<file path="config.mk">
export PLATFORM = sky130hd
export DESIGN_NAME = sdram_arbiter
export DESIGN_NICKNAME = d
export VERILOG_FILES = /design/src/rtl/sdram_pkg.sv /design/src/rtl/sdram_rr_pick.sv /design/src/rtl/sdram_arbiter.sv
export SDC_FILE = /design/constraint.sdc
export NUM_CORES = 1
export LEC_CHECK = 0
export CAP_MARGIN = 15
export CORE_ASPECT_RATIO = 2
export CORE_UTILIZATION = 43
export CTS_CLUSTER_SIZE = 10
export DETAILED_ROUTE_END_ITERATION = 7
export HOLD_SLACK_MARGIN = 0.08
export PLACE_DENSITY = 0.85
export SETUP_SLACK_MARGIN = 0.1
export SYNTH_ARGS = -nofsm -noshare
export SYNTH_HDL_FRONTEND = slang
export SYNTH_SLANG_ARGS = --single-unit
</file>
<file path="constraint.sdc">
create_clock -name iclk -period 2.2 [get_ports iclk]
set_clock_uncertainty 0.1 [all_clocks]
set_input_delay 0.22 -clock iclk [delete_from_list [all_inputs] [get_ports iclk]]
set_output_delay 0.22 -clock iclk [all_outputs]
set_load 0.02 [all_outputs]
</file>
<file path="src/rtl/sdram_pkg.sv">
// sdram_pkg: shared state encoding and default widths for the SDRAM arbiter
package sdram_pkg;
    typedef enum logic [1:0] {IDLE, BUSY, DONE} arb_state_t;
    localparam int ADDR_W_DEF = 22;
    localparam int DATA_W_DEF = 16;
endpackage

</file>
<file path="src/rtl/sdram_rr_pick.sv">
// sdram_rr_pick: two-way round-robin pick; rr names the client that wins a tie
module sdram_rr_pick (
    input  logic [1:0] req,
    input  logic       rr,
    output logic       valid,
    output logic       idx
);
    always_comb begin
        valid = |req;
        idx   = (&req) ? rr : req[1];
    end
endmodule

</file>
<file path="src/rtl/sdram_arbiter.sv">
// sdram_arbiter: two-client arbiter issuing one read/write command at a time to an SDRAM controller
module sdram_arbiter
    import sdram_pkg::*;
#(
    parameter int ADDR_W  = ADDR_W_DEF,
    parameter int DATA_W  = DATA_W_DEF,
    parameter int TIMEOUT = 1024
) (
    input  logic                   iclk,
    input  logic                   ireset_n,
    input  logic [1:0]             ic_req,
    input  logic [1:0]             ic_we,
    input  logic [1:0][ADDR_W-1:0] ic_addr,
    input  logic [1:0][DATA_W-1:0] ic_wdata,
    output logic [1:0]             oc_ack,
    output logic [1:0]             oc_done,
    output logic                   oc_err,
    output logic [DATA_W-1:0]      oc_rdata,
    output logic                   owrite_req,
    output logic [ADDR_W-1:0]      owrite_address,
    output logic [DATA_W-1:0]      owrite_data,
    input  logic                   iwrite_ack,
    output logic                   oread_req,
    output logic [ADDR_W-1:0]      oread_address,
    input  logic [DATA_W-1:0]      iread_data,
    input  logic                   iread_ack,
    output logic                   obusy
);
    localparam int CW = $clog2(TIMEOUT) + 1;

    arb_state_t    state;
    logic          rr;
    logic          g;
    logic [CW-1:0] cnt;
    logic          gv;
    logic          gi;
    logic          hit;
    logic          tmo;

    sdram_rr_pick u_pick (
        .req  (ic_req),
        .rr   (rr),
        .valid(gv),
        .idx  (gi)
    );

    // only the ack matching the outstanding command direction counts
    always_comb begin
        hit = (owrite_req & iwrite_ack) | (oread_req & iread_ack);
        tmo = cnt == CW'(TIMEOUT - 1);
    end

    always_ff @(posedge iclk or negedge ireset_n) begin
        if (!ireset_n) begin
            state          <= IDLE;
            rr             <= 1'b0;
            g              <= 1'b0;
            cnt            <= '0;
            oc_ack         <= '0;
            oc_done        <= '0;
            oc_err         <= 1'b0;
            oc_rdata       <= '0;
            owrite_req     <= 1'b0;
            owrite_address <= '0;
            owrite_data    <= '0;
            oread_req      <= 1'b0;
            oread_address  <= '0;
            obusy          <= 1'b0;
        end else begin
            oc_ack  <= '0;
            oc_done <= '0;
            oc_err  <= 1'b0;
            case (state)
                IDLE: if (gv) begin
                    state      <= BUSY;
                    g          <= gi;
                    cnt        <= '0;
                    obusy      <= 1'b1;
                    oc_ack[gi] <= 1'b1;
                    if (ic_we[gi]) begin
                        owrite_req     <= 1'b1;
                        owrite_address <= ic_addr[gi];
                        owrite_data    <= ic_wdata[gi];
                    end else begin
                        oread_req     <= 1'b1;
                        oread_address <= ic_addr[gi];
                    end
                end
                BUSY: if (hit || tmo) begin
                    state      <= DONE;
                    owrite_req <= 1'b0;
                    oread_req  <= 1'b0;
                    oc_done[g] <= 1'b1;
                    oc_err     <= ~hit;
                    rr         <= ~g;
                    if (oread_req && iread_ack) oc_rdata <= iread_data;
                end else begin
                    cnt <= cnt + 1'b1;
                end
                DONE: begin
                    state <= IDLE;
                    obusy <= 1'b0;
                end
                default: state <= IDLE;
            endcase
        end
    end
endmodule
</file>
==> report_table.html <==
<table>
<tr><th>Metric</th><th>Value</th></tr>
<tr><th colspan="2">Status</th></tr>
<tr><td>Outcome</td><td>finished clean</td></tr>
<tr><th colspan="2">Timing</th></tr>
<tr><td>Final period utilization</td><td>91.0%</td></tr>
<tr><td>Final period demand of the worst path</td><td>2.00 ns</td></tr>
<tr><td>Tightest slew margin relative to the limit</td><td>58.8%</td></tr>
<tr><td>Final worst-path setup slack</td><td>0.198 ns</td></tr>
<tr><td>Maximum operating frequency</td><td>0.500 GHz</td></tr>
<tr><td>Endpoints failing hold</td><td>0</td></tr>
<tr><td>Setup TNS</td><td>0 ns</td></tr>
<tr><td>Setup Viol. Count Final</td><td>0</td></tr>
<tr><td>Number of max-slew violations in the final report</td><td>0</td></tr>
<tr><td>Worst-case hold slack</td><td>0.341 ns</td></tr>
<tr><td>Setup repair after global routing missed its margin</td><td>no</td></tr>
<tr><td>Worst Tran Pin Value</td><td>0.618 ns</td></tr>
<tr><th colspan="2">Finish</th></tr>
<tr><td>Area Overhead vs Synth</td><td>54.6%</td></tr>
<tr><td>Final Util</td><td>68.0%</td></tr>
<tr><td># diodes</td><td>0</td></tr>
<tr><td>Ratio of cells with drive above 1 in the final layout</td><td>31.1%</td></tr>
<tr><td>Net total in the final layout</td><td>611</td></tr>
<tr><td>Count of filler cells inserted in the layout</td><td>739</td></tr>
<tr><td>Number of cells in the finished layout apart from fillers</td><td>650</td></tr>
<tr><th colspan="2">Place</th></tr>
<tr><td>Placed insts</td><td>633</td></tr>
<tr><td>Worst setup timing slack at the placement stage</td><td>0.0605 ns</td></tr>
<tr><td>Half-perimeter wire length after placement</td><td>9240 um</td></tr>
<tr><td>Quantity of I/O buffers inserted on ports</td><td>183</td></tr>
<tr><td>Routability congestion estimate from global placement</td><td>0.849</td></tr>
<tr><th colspan="2">Logic synthesis</th></tr>
<tr><td>Netlist Area Pre-Place</td><td>4430 um^2</td></tr>
<tr><td>Number of synthesized flops with an enable pin</td><td>0</td></tr>
<tr><td>Cell types with the largest area share after synthesis</td><td>sky130_fd_sc_hd__dfrtp_1 (56%), sky130_fd_sc_hd__mux2_2 (29%), sky130_fd_sc_hd__buf_2 (1.0%)</td></tr>
<tr><td>Distinct cell type count of the synthesized netlist</td><td>47</td></tr>
<tr><td>Top cell type by total area after synthesis</td><td>sky130_fd_sc_hd__dfrtp_1</td></tr>
<tr><td>Primary FF master, synth</td><td>sky130_fd_sc_hd__dfrtp_1</td></tr>
<tr><td>Flip-flop and latch count after synthesis</td><td>99</td></tr>
<tr><td>Proportion of register bits with asynchronous set or reset after synthesis</td><td>100%</td></tr>
<tr><td>Dominant cell by count in the synthesized netlist</td><td>sky130_fd_sc_hd__mux2_2</td></tr>
<tr><td>Syn nets</td><td>414</td></tr>
<tr><td>Number of instances in the synthesized netlist</td><td>313</td></tr>
<tr><td>Most frequent cells after synthesis</td><td>sky130_fd_sc_hd__mux2_2 (113), sky130_fd_sc_hd__dfrtp_1 (99), sky130_fd_sc_hd__buf_2 (9), sky130_fd_sc_hd__nand2_1 (8), sky130_fd_sc_hd__inv_1 (6)</td></tr>
<tr><td>Synthesis warning total</td><td>0</td></tr>
<tr><td>Top-area cell type share of the netlist area</td><td>55.9%</td></tr>
<tr><td>Avg Inst Size Synth</td><td>14.2 um^2</td></tr>
<tr><td>Sequential share of the synthesized area</td><td>55.9%</td></tr>
<tr><th colspan="2">Run</th></tr>
<tr><td>MaxCap Viol Count</td><td>0</td></tr>
<tr><th colspan="2">Clock network</th></tr>
<tr><td>Clock transition at path regs</td><td>0.07 ns</td></tr>
<tr><td>Root buffer cell</td><td>sky130_fd_sc_hd__clkbuf_16</td></tr>
<tr><td>Clock tree from TritonCTS</td><td>done</td></tr>
<tr><td>Maximum buffer depth of the clock tree</td><td>2</td></tr>
<tr><td>TritonCTS buffer count</td><td>9</td></tr>
<tr><td>Clock H-tree levels</td><td>3</td></tr>
<tr><td>Clock sinks</td><td>99</td></tr>
<tr><td>Worst-skew pair later-pin latency</td><td>0.35 ns</td></tr>
<tr><th colspan="2">Power and ir drop</th></tr>
<tr><td>Proportion of total power due to net switching</td><td>36.1%</td></tr>
<tr><td>Sequential Power Share</td><td>33.3%</td></tr>
<tr><td>IR drop worst, VDD</td><td>0.000876 V</td></tr>
<tr><td>Leakage power total</td><td>2.84 nW</td></tr>
<tr><td>Internal power component</td><td>6.06 mW</td></tr>
<tr><td>Share of power burned in combinational logic</td><td>50.0%</td></tr>
<tr><td>NetSw</td><td>3.42 mW</td></tr>
<tr><td>Clock power frac</td><td>16.7%</td></tr>
<tr><td>Total power density per cell area</td><td>1380 nW/um^2</td></tr>
<tr><th colspan="2">Worst setup path</th></tr>
<tr><td>Data arrival, critical path</td><td>2.14 ns</td></tr>
<tr><td>Startpoint-to-endpoint class of the critical path</td><td>flop to flop</td></tr>
<tr><td>Element type at the critical path start</td><td>flop</td></tr>
<tr><td>Required arrival time at the worst endpoint</td><td>2.34 ns</td></tr>
<tr><td>CP endpoint kind</td><td>flop</td></tr>
<tr><td>Maximum fanout along the worst path</td><td>5</td></tr>
<tr><th colspan="2">Hold path</th></tr>
<tr><td>Worst hold-check path type</td><td>primary input to asynchronous set/reset pin</td></tr>
<tr><th colspan="2">Global route</th></tr>
<tr><td>Initial antenna violation count</td><td>0</td></tr>
<tr><td>Via count of the first global-routing pass</td><td>3791</td></tr>
<tr><td>Total overflow reported by the global router</td><td>0</td></tr>
<tr><td>Global router's overall resource usage</td><td>24.4%</td></tr>
<tr><td>Largest net degree at the start of global routing</td><td>49</td></tr>
<tr><td>Global-route wire length before repair</td><td>19400 um</td></tr>
<tr><th colspan="2">Floorplanning</th></tr>
<tr><td>I/O pins</td><td>184</td></tr>
<tr><td>Width of the chip</td><td>73.8 um</td></tr>
<tr><td>Number of cell rows</td><td>52</td></tr>
<tr><td>Core footprint</td><td>10100 um^2</td></tr>
<tr><td>Overall die area</td><td>10700 um^2</td></tr>
<tr><td>Initial cell density of the core</td><td>44.0%</td></tr>
<tr><td>Vertical die dimension</td><td>146 um</td></tr>
<tr><th colspan="2">Routing</th></tr>
<tr><td>Via count</td><td>3378</td></tr>
<tr><td>First-pass DRT Iterations</td><td>4</td></tr>
<tr><td>DRT Wirelength</td><td>12000 um</td></tr>
<tr><td>Residual DRC</td><td>0</td></tr>
<tr><td>Routed length per placed instance</td><td>18.5 um</td></tr>
<tr><td>Post-detailed-route count of antenna-violating nets</td><td>0</td></tr>
<tr><td>DR vias/cell</td><td>5.20</td></tr>
<tr><td>Number of DRC markers after the initial detailed-route iteration</td><td>187</td></tr>
</table>
-- worst max-delay path: stages (launching register included) --
cell	delay, ns
sky130_fd_sc_hd__dfrtp_1	0.42
sky130_fd_sc_hd__ha_1	0.33
sky130_fd_sc_hd__nand4_4	0.17
sky130_fd_sc_hd__or3_4	0.38
sky130_fd_sc_hd__a221o_1	0.32
sky130_fd_sc_hd__a21o_1	0.17
-- cell usage in the layout, fill, tap and decap left out, types with 2 or more instances in the layout --
| cell | n |
|---|---|
| sky130_fd_sc_hd__o31ai_1 | 2 |
| sky130_fd_sc_hd__nor2_1 | 4 |
| sky130_fd_sc_hd__nor3_1 | 3 |
| sky130_fd_sc_hd__inv_1 | 6 |
| sky130_fd_sc_hd__and2_1 | 2 |
| sky130_fd_sc_hd__buf_4 | 11 |
| sky130_fd_sc_hd__o211ai_1 | 3 |
| sky130_fd_sc_hd__a21o_1 | 4 |
| sky130_fd_sc_hd__a22o_1 | 2 |
| sky130_fd_sc_hd__nor4_1 | 4 |
| sky130_fd_sc_hd__clkinv_4 | 2 |
| sky130_fd_sc_hd__nand3_1 | 4 |
| sky130_fd_sc_hd__clkinvlp_4 | 2 |
| sky130_fd_sc_hd__dfrtp_1 | 99 |
| sky130_fd_sc_hd__clkbuf_16 | 9 |
| sky130_fd_sc_hd__nand2_1 | 8 |
| sky130_fd_sc_hd__o21ai_0 | 4 |
| sky130_fd_sc_hd__o21ai_1 | 2 |
| sky130_fd_sc_hd__mux2i_1 | 3 |
| sky130_fd_sc_hd__a31oi_1 | 3 |
| sky130_fd_sc_hd__and3_1 | 2 |
| sky130_fd_sc_hd__nor2b_1 | 2 |
| sky130_fd_sc_hd__clkdlybuf4s50_1 | 182 |
| sky130_fd_sc_hd__nand2b_1 | 2 |
| sky130_fd_sc_hd__nand3_2 | 2 |
| sky130_fd_sc_hd__buf_12 | 5 |
| sky130_fd_sc_hd__a21oi_1 | 2 |
| sky130_fd_sc_hd__mux2_2 | 113 |
-- sequential cells by signal (all words and copies together) (netlist names) --
name            count
oread_address      22
owrite_address     22
oc_rdata           16
owrite_data        16
cnt                11
oc_ack              2
oc_done             2
state               2
g                   1
obusy               1
oc_err              1
oread_req           1
owrite_req          1
rr                  1
-- stage by stage --
stage / instance area (um^2) / total power [mW]
6_report: 6860 / 9.48
2_1_floorplan: 4430 / 5.58
4_1_cts: 6860 / 9.57
3_3_place_gp: 6540 / 7.80
3_5_place_dp: 6540 / 7.94
5_1_grt: 6860 / 9.95
-- kinds of logic (layout without fill, tap and decap cells) --
logic type / after synthesis / in the layout / synth area share (%)
mux: 117 / 117 / 29.6
flops: 99 / 99 / 55.9
simple gates: 43 / 43 / 6.29
compound gates: 33 / 33 / 5.39
buf+inv: 20 / 222 / 2.54
fa+ha+maj: 1 / 1 / 0.282
-- power by group through the flow --
stage / logic (mW) / clock network (mW) / registers, mW
floorplan: 1.52 / 0 / 4.06
global placement: 4.66 / 0 / 3.14
detailed placement: 4.76 / 0 / 3.18
CTS: 4.78 / 1.62 / 3.16
global route: 4.98 / 1.70 / 3.27
finish: 4.74 / 1.58 / 3.16
-- metal layers --
metal | routed length, um | share of wire, % | global-route usage (%) | vias up
li1 | - | - | - | 1534
met1 | 3920 | 33 | 24.8 | 1695
met2 | 6990 | 58 | 43.9 | 113
met3 | 536 | 4.5 | 5.82 | 36
met4 | 565 | 4.7 | 13.4 | 0
met5 | 0 | 0 | 0 | -
-- final cells by class --
cell class | instances | area (um^2) | share of cell area [%]
Clock buffer | 9 | 225 | 3.29
Clock inverter | 7 | 76.3 | 1.11
Sequential cell | 99 | 2480 | 36.1
Timing Repair Buffer | 199 | 2010 | 29.4
Inverter | 7 | 26.3 | 0.383
Tap cell | 135 | 169 | 2.46
Multi-Input combinational cell | 194 | 1870 | 27.2
-- what timing repair did --
| action | 4_1_cts | 5_1_grt |
|---|---|---|
| setup endpoints to repair | 0 | 1 |
| resized for setup | 0 | 1 |
| hold buffers | 1 | 0 |
| endpoints found under the hold margin | 46 | 0 |
| buffers inserted | 0 | 0 |
-- path summary, 6_finish.rpt --
| path | to | slack (ns) | start | cells after the start |
|---|---|---|---|---|
| worst max-delay path | owrite_req | 0.20 | cnt[0] | 5 |
| worst min-delay path | owrite_address[13] | 0.34 | ireset_n | 2 |
| worst max register to register | owrite_req | 0.20 | cnt[0] | 5 |
| worst min register to register | oread_address[10] | 0.41 | oread_address[10] | 1 |
| max in group asynchronous | oread_address[14] | 0.94 | ireset_n | 3 |
| min in group iclk | oc_rdata[9] | 0.38 | iread_data[9] | 2 |
Power figures use the tool's default switching activity.
